$ cat config.mk
export PLATFORM = sky130hd
export DESIGN_NAME = ram2_ctrl
export DESIGN_NICKNAME = d
export VERILOG_FILES = /design/src/rtl/ram2_ctrl.sv
export SDC_FILE = /design/constraint.sdc
export NUM_CORES = 1
export LEC_CHECK = 0
export ABC_AREA = 1
export BUFFER_PORTS_ARGS = -buffer_cell sky130_fd_sc_hd__buf_2
export CAP_MARGIN = 20
export CORE_ASPECT_RATIO = 1.25
export CORE_UTILIZATION = 42
export CTS_BUF_LIST = sky130_fd_sc_hd__clkbuf_4 sky130_fd_sc_hd__clkbuf_8
export DETAILED_ROUTE_END_ITERATION = 10
export PLACE_DENSITY_LB_ADDON = 0.05
export SYNTH_ARGS = -nofsm -noshare
export SYNTH_HDL_FRONTEND = slang
export SYNTH_SLANG_ARGS = --single-unit
$ cat constraint.sdc
create_clock -name clk -period 1.3 [get_ports clk]
set_input_delay 0.13 -clock clk [delete_from_list [all_inputs] [get_ports clk]]
set_output_delay 0.13 -clock clk [all_outputs]
set_load 0.05 [all_outputs]
$ cat src/rtl/ram2_ctrl.sv
// Arbiter/timing controller sharing the single-ported RAM2 SRAM between
// instruction fetch and MEM-stage data accesses.
module ram2_ctrl #(
    parameter int ADDR_W      = 16,
    parameter int DATA_W      = 16,
    parameter int SRAM_ADDR_W = 18,
    parameter logic [DATA_W-1:0] NOP_INST = 16'h0800
) (
    input  logic                   clk,
    input  logic                   rst,
    input  logic [ADDR_W-1:0]      pc,
    output logic [DATA_W-1:0]      inst,
    output logic                   inst_valid,
    input  logic                   mem_ce,
    input  logic                   mem_re,
    input  logic                   mem_we,
    input  logic [ADDR_W-1:0]      mem_addr_i,
    input  logic [DATA_W-1:0]      mem_data_i,
    output logic [DATA_W-1:0]      mem_data_o,
    output logic                   mem_done,
    output logic                   stall_req,
    output logic [SRAM_ADDR_W-1:0] ram2_addr,
    output logic [DATA_W-1:0]      ram2_data_o,
    input  logic [DATA_W-1:0]      ram2_data_i,
    output logic                   ram2_data_oe,
    output logic                   ram2_en_n,
    output logic                   ram2_oe_n,
    output logic                   ram2_we_n
);

    // state    | meaning
    // FETCH    | instruction fetch at pc, watching for MEM requests
    // MEM_RD   | data read from latched address
    // WR_SETUP | address/data driven, we_n still high
    // WR_PULSE | we_n low
    // WR_HOLD  | we_n back high, address/data held
    // DONE     | completion pulse, normal fetch at pc
    typedef enum logic [2:0] {
        FETCH, MEM_RD, WR_SETUP, WR_PULSE, WR_HOLD, DONE
    } state_t;

    localparam int PAD_W = SRAM_ADDR_W - ADDR_W;

    state_t            state;
    logic [ADDR_W-1:0] addr_q;
    logic [DATA_W-1:0] data_q;
    logic              req;

    assign req = mem_ce & (mem_re | mem_we);

    always_ff @(posedge clk) begin
        if (!rst) begin
            state      <= FETCH;
            inst       <= NOP_INST;
            inst_valid <= 1'b0;
            mem_data_o <= '0;
            mem_done   <= 1'b0;
            addr_q     <= '0;
            data_q     <= '0;
        end else begin
            mem_done <= 1'b0;
            case (state)
                FETCH: begin
                    if (req) begin
                        inst       <= NOP_INST;
                        inst_valid <= 1'b0;
                        addr_q     <= mem_addr_i;
                        data_q     <= mem_data_i;
                        // write wins when both re and we are asserted
                        state      <= mem_we ? WR_SETUP : MEM_RD;
                    end else begin
                        inst       <= ram2_data_i;
                        inst_valid <= 1'b1;
                    end
                end
                MEM_RD: begin
                    mem_data_o <= ram2_data_i;
                    mem_done   <= 1'b1;
                    state      <= DONE;
                end
                WR_SETUP: state <= WR_PULSE;
                WR_PULSE: state <= WR_HOLD;
                WR_HOLD: begin
                    mem_done <= 1'b1;
                    state    <= DONE;
                end
                DONE: begin
                    inst       <= ram2_data_i;
                    inst_valid <= 1'b1;
                    state      <= FETCH;
                end
                default: state <= FETCH;
            endcase
        end
    end

    always_comb begin
        stall_req    = 1'b0;
        ram2_en_n    = 1'b1;
        ram2_oe_n    = 1'b1;
        ram2_we_n    = 1'b1;
        ram2_data_oe = 1'b0;
        ram2_addr    = '0;
        if (rst) begin
            case (state)
                FETCH, DONE: begin
                    ram2_en_n = 1'b0;
                    ram2_oe_n = 1'b0;
                    ram2_addr = {{PAD_W{1'b0}}, pc};
                    stall_req = (state == FETCH) && req;
                end
                MEM_RD: begin
                    stall_req = 1'b1;
                    ram2_en_n = 1'b0;
                    ram2_oe_n = 1'b0;
                    ram2_addr = {{PAD_W{1'b0}}, addr_q};
                end
                WR_SETUP, WR_PULSE, WR_HOLD: begin
                    stall_req    = 1'b1;
                    ram2_en_n    = 1'b0;
                    ram2_data_oe = 1'b1;
                    ram2_we_n    = (state != WR_PULSE);
                    ram2_addr    = {{PAD_W{1'b0}}, addr_q};
                end
                default: ;
            endcase
        end
    end

    assign ram2_data_o = data_q;

endmodule

# After elaboration in Yosys (flattened, before gate mapping)
# Index checks and enable logic that the tools add are counted.
# totals
register_bits	69
in_bits	69
output_inout_bits	73
word_cells	46
# classes
eq_ne	7
n_mux	20
bitwise_logic	2
reduce_logical	10
# op_table
operator	n
16-bit one-hot mux with 2 select lines	2
16-bit two-way mux	2
3-bit one-hot mux with 4 select lines	1
1-bit two-way mux	11
3-bit by 2-bit equality test with 1-bit output (second input constant)	2
3-bit equality test (second input constant)	2
3-bit OR reduction	2
6-bit OR reduction	1
1-bit one-hot mux with 2 select lines	2
2-bit OR reduction	2
4-bit OR reduction	1
3-bit by 1-bit equality test with 1-bit output (second input constant)	1
3-bit zero test	1
3-bit two-way mux	1
3-bit by 2-bit != test with 1-bit output (second input constant)	1
2-bit two-way mux	1
2-bit != test (second input constant)	1
2-bit AND reduction	1
2-bit nonzero test	1
1-bit bitwise AND	1
1-bit logical AND	1
1-bit OR	1

# Longest topological paths before layout
# depth
depth_word	5
ltp_mapped	8
mapped_depth_nobuf	8

# Worst setup path before layout
# Ideal clock, no wire load.
# synth_timing
kind	register -> output
start	register state[1]
end	output ram2_oe_n
t_arrival_ns	2.068
required_time_ns	1.170
slack_ns	-0.898
stages_incl_launch_ff	6
path_buffers	1
path_cell_list	dfxtp_1 > inv_2 > nand2_2 > clkinv_1 > buf_2 > o21ai_0
# synth_via
elab_chain_len	4
elab_cells_between_ends	6
cone_classes	eq/ne (2); mux (2); reduce/logical (2)
# synth_rtl
element	line_no	source
start: declaration	44	state_t state;
start signal: assignment	70	state <= mem_we ? WR_SETUP : MEM_RD;
3-bit by 1-bit equality test with 1-bit output, or another cell as far along	105	case (state)
3-bit OR reduction (no source line) (*)	n/a	
1-bit two-way mux (*)	105	
1-bit two-way mux (*)	104	if (rst) begin
end: declaration	27	output logic ram2_oe_n,
# Every way passes the cells marked *; elsewhere a longest branch is shown, timed or not.

# Worst setup path in the final report
# layout_timing
start	register state[0]
end	output ram2_addr[14]
# layout_via
elab_chain_len	4
elab_cells_between_ends	10
cone_classes	eq/ne (5); mux (2); reduce/logical (3)
# layout_rtl
element	line_no	source
3-bit by 2-bit equality test with 1-bit output, or another cell as far along	105	
4-bit OR reduction (no source line) / 2-bit OR reduction (equally long branches)	n/a	
16-bit one-hot mux with 2 select lines (*)	105	
16-bit two-way mux (*)	104	
end: declaration	22	output logic [SRAM_ADDR_W-1:0] ram2_addr,
# Marked as above.

==> metrics.log <==
INFO  metric timing_max_transition_violations_final = 0
INFO  metric cap_violations = 0
INFO  metric cts.sink_count = 69
INFO  metric ant_nets = 0
INFO  metric largest_vdd_supply_drop = 1.405 mV
INFO  metric fin_util = 81.05%
INFO  metric n_antenna_cell = 0
INFO  metric post_synth_inst_count = 382
INFO  metric synth_fa_ha_area_share = 0%
INFO  metric tritoncts = built
INFO  metric grt_overflow_total = 0
INFO  metric start_util = 44.38%
INFO  metric fin_worst_hold_slack = 0.002583 ns
INFO  metric dpl_wire_length = 5.647 mm
INFO  metric syn_to_final_growth = 82.62%
INFO  metric yosys-mux-area-fraction = 0%
INFO  metric worstPathRequired = 1.17 ns
INFO  metric power_density = 2425 mW/mm²
INFO  metric final_layout_size_suffix_gt1_share = 53.67%
INFO  metric setup_slack = -0.4948 ns
INFO  metric critical_path.endpoint_type = primary output
INFO  metric cts.htree.levels = 3
INFO  metric die_width = 75.13 µm
INFO  metric cp_slowest_stage_delay = 0.39 ns
INFO  metric overall_global_routing_usage = 27.42%
INFO  metric ys_seq_area_share = 49.20%
INFO  metric run_status = finished with violations
INFO  metric clk_path_buf_depth = 2
INFO  metric synth-xor-area-share = 0%
INFO  metric wire_length_of_the_first_global_routing_pass = 14.58 mm
INFO  metric yosysWarningCount = 0
INFO  metric route.final.wire_length = 10.42 mm
INFO  metric clock_latency = 0.35 ns
INFO  metric critPathKind = flip-flop to primary output
INFO  metric timing.fmax = 557.2 MHz
INFO  metric cp_common_cell = sky130_fd_sc_hd__nand2_8
INFO  metric route.detailed.vias_per_inst = 5.215
INFO  metric power.leakage = 2.310 nW
INFO  metric synthesis.area = 0.002808 mm²
INFO  metric grt_pass1_vias = 3183
INFO  metric worstPathCellList = nor2_4 -> buf_6 -> nand2_8 -> nand2_8 -> nand2_2 -> a21oi_4 -> buf_8
INFO  metric drt_first_pass_iters = 4
INFO  metric antenna_found_initial = 0
INFO  metric failed_checks = negative setup slack
INFO  metric rsz0062_at_grt = true
INFO  metric placement.io_buffers = 139
INFO  metric ys_ff_latch = 69
INFO  metric die_footprint = 0.007018 mm²
INFO  metric core_area = 0.006326 mm²
INFO  metric share_of_the_synthesized_area_in_compound_gates_ao_oa_aoi_oai = 18.40%
INFO  metric floorplan.rows = 32
INFO  metric hold_fails_final_rpt = 0
INFO  metric synth_simple_gate_area_share = 25.94%
INFO  metric period_minus_slack = 1.795 ns
INFO  metric totalNegativeSetupSlack = -21.73 ns
INFO  metric combinational_family_with_the_most_area_after_synthesis = simple AND/OR/NAND/NOR gates
INFO  metric io_pins = 142
INFO  metric setup_violations = 71
INFO  metric worst_setup_path_startpoint = state[0]$_SDFFE_PN0P_
INFO  metric dr.first_iter.drc_count = 124
INFO  metric globalplace.congestion = 0.7612
INFO  metric clock-root-buffer = sky130_fd_sc_hd__clkbuf_8
INFO  metric remaining_drc_errors = 0
INFO  metric synth.avg_cell_area = 7.350 µm²
INFO  metric crit_path_max_fanout = 8
INFO  metric clkTransAtPathRegs = 0.08 ns
INFO  metric yosysUniqueCellTypes = 24
INFO  metric rr_startpoint = state[0]$_SDFFE_PN0P_
INFO  metric cts_made_buffers = 9
INFO  metric final_net_count = 636
INFO  metric routed-via-count = 3426
INFO  metric post_drt_wl_per_cell = 15.86 µm
INFO  metric cp_max_delay_cell = sky130_fd_sc_hd__dfxtp_4
INFO  metric fin_total_pwr = 0.01244 W
INFO  metric finClkSkew = 0.01252 ns
INFO  metric startpoint_type = flip-flop
INFO  metric period_share = 138.1%
INFO  metric hp-class = input pin to flip-flop
INFO  metric die_h = 93.41 µm
INFO  metric hold_path_startpoint = mem_data_i[12]
INFO  metric grt_max_degree = 34
INFO  metric critical_path_arrival = 1.66 ns
[logic make-up (layout without fill, tap and decap cells)]
kind of cell / after synthesis / count (layout)
simple gates: 172 / 177
flops: 69 / 69
compound gates: 103 / 103
buf+inv: 37 / 221
other cells: 1 / 2
[where the power goes]
group,switching [W],internal [W],total [W]
sequential,0.000345,0.00262,0.00297
combinational,0.00475,0.00278,0.00752
clock,0.000843,0.00110,0.00195
[final cells by class]
class | instances | area, µm²
clock inverter | 6 | 86.33
inverter | 11 | 71.32
tap | 85 | 106.4
fill | 423 | 1199
timing repair buffer | 194 | 1519
multi-input combinational | 282 | 1821
clock buffer | 10 | 131.4
sequential | 69 | 1393
[synthesized netlist by cell type (all sizes together)]
| cell | n | area (µm²) |
|---|---|---|
| nand2 | 77 | 311.5 |
| nor2 | 74 | 300.3 |
| dfxtp | 69 | 1381 |
| o21ai | 53 | 265.3 |
| a21oi | 49 | 245.2 |
| nand3 | 20 | 110.1 |
| buf | 16 | 97.59 |
| clkbuf | 10 | 38.78 |
| inv | 10 | 37.54 |
| a31oi | 1 | 6.260 |
| clkinv | 1 | 3.750 |
| conb | 1 | 3.750 |
| nand4 | 1 | 6.260 |
[per-stage QoR]
step                      worst slack, ns  instance area (µm²)  std cells
final                             -0.4948                 5127        657
after CTS                         -0.4194                 4898        653
after floorplan                   -0.1704                 3105        383
after global routing              -0.5407                 5127        657
after global placement            -0.2685                 3996        608
after detailed placement          -0.3315                 3996        608
[final timing paths]
| kind | endpoint | depth (start not counted) | slack (ns) |
|---|---|---|---|
| worst max-delay path | ram2_addr[14] | 7 | -0.49 |
| worst min-delay path | ram2_data_o[12]$_SDFFE_PN0P_ | 3 | 0.003 |
| worst max register to register | addr_q[11]$_SDFFE_PN0P_ | 9 | -0.46 |
| worst min register to register | inst[7]$_SDFFE_PN0N_ | 2 | 0.46 |
[worst max-delay path, delay by kind of cell (launching register included)]
| kind | cells | cell delay (ns) |
|---|---|---|
| and+or+nand+nor | 4 | 0.47 |
| AOI/OAI and AO/OA | 1 | 0.15 |
| DFF | 1 | 0.39 |
| buffers and inverters | 2 | 0.31 |
[repair_timing]
action,CTS,global route
hold endpoints to repair,8,0
cloned,10,3
pin swaps,13,7
endpoints found under the setup margin,69,77
hold buffers,8,0
setup buffers,11,2
gates resized for setup,113,47
[routing by layer]
| metal | track usage [%] | vias to the layer above | wire (µm) |
|---|---|---|---|
| li1 | - | 1631 | - |
| met1 | 29.48 | 1616 | 3867 |
| met2 | 48.42 | 149 | 5495 |
| met3 | 9.267 | 30 | 702 |
| met4 | 10.49 | 0 | 354 |
| met5 | 0 | - | 0 |
[state kept, by name (all words and copies together), names as in the netlist]
register and flops:
inst_valid 1, addr_q 16, mem_data_o 16, mem_done 1
ram2_data_o 16, inst 16, state 3
[placed cells by master, fill, tap and decap left out, drive strengths merged]
| cell type | instances |
|---|---|
| bufinv | 2 |
| a31oi | 1 |
| conb | 2 |
| nand4 | 1 |
| a21oi | 49 |
| dlygate4sd3 | 8 |
| clkinv | 4 |
| o21ai | 53 |
| nor2 | 74 |
| inv | 10 |
| clkinvlp | 1 |
| dfxtp | 69 |
| clkbuf | 13 |
| buf | 183 |
| nand2 | 82 |
| nand3 | 20 |
Power figures use the tool's default switching activity.
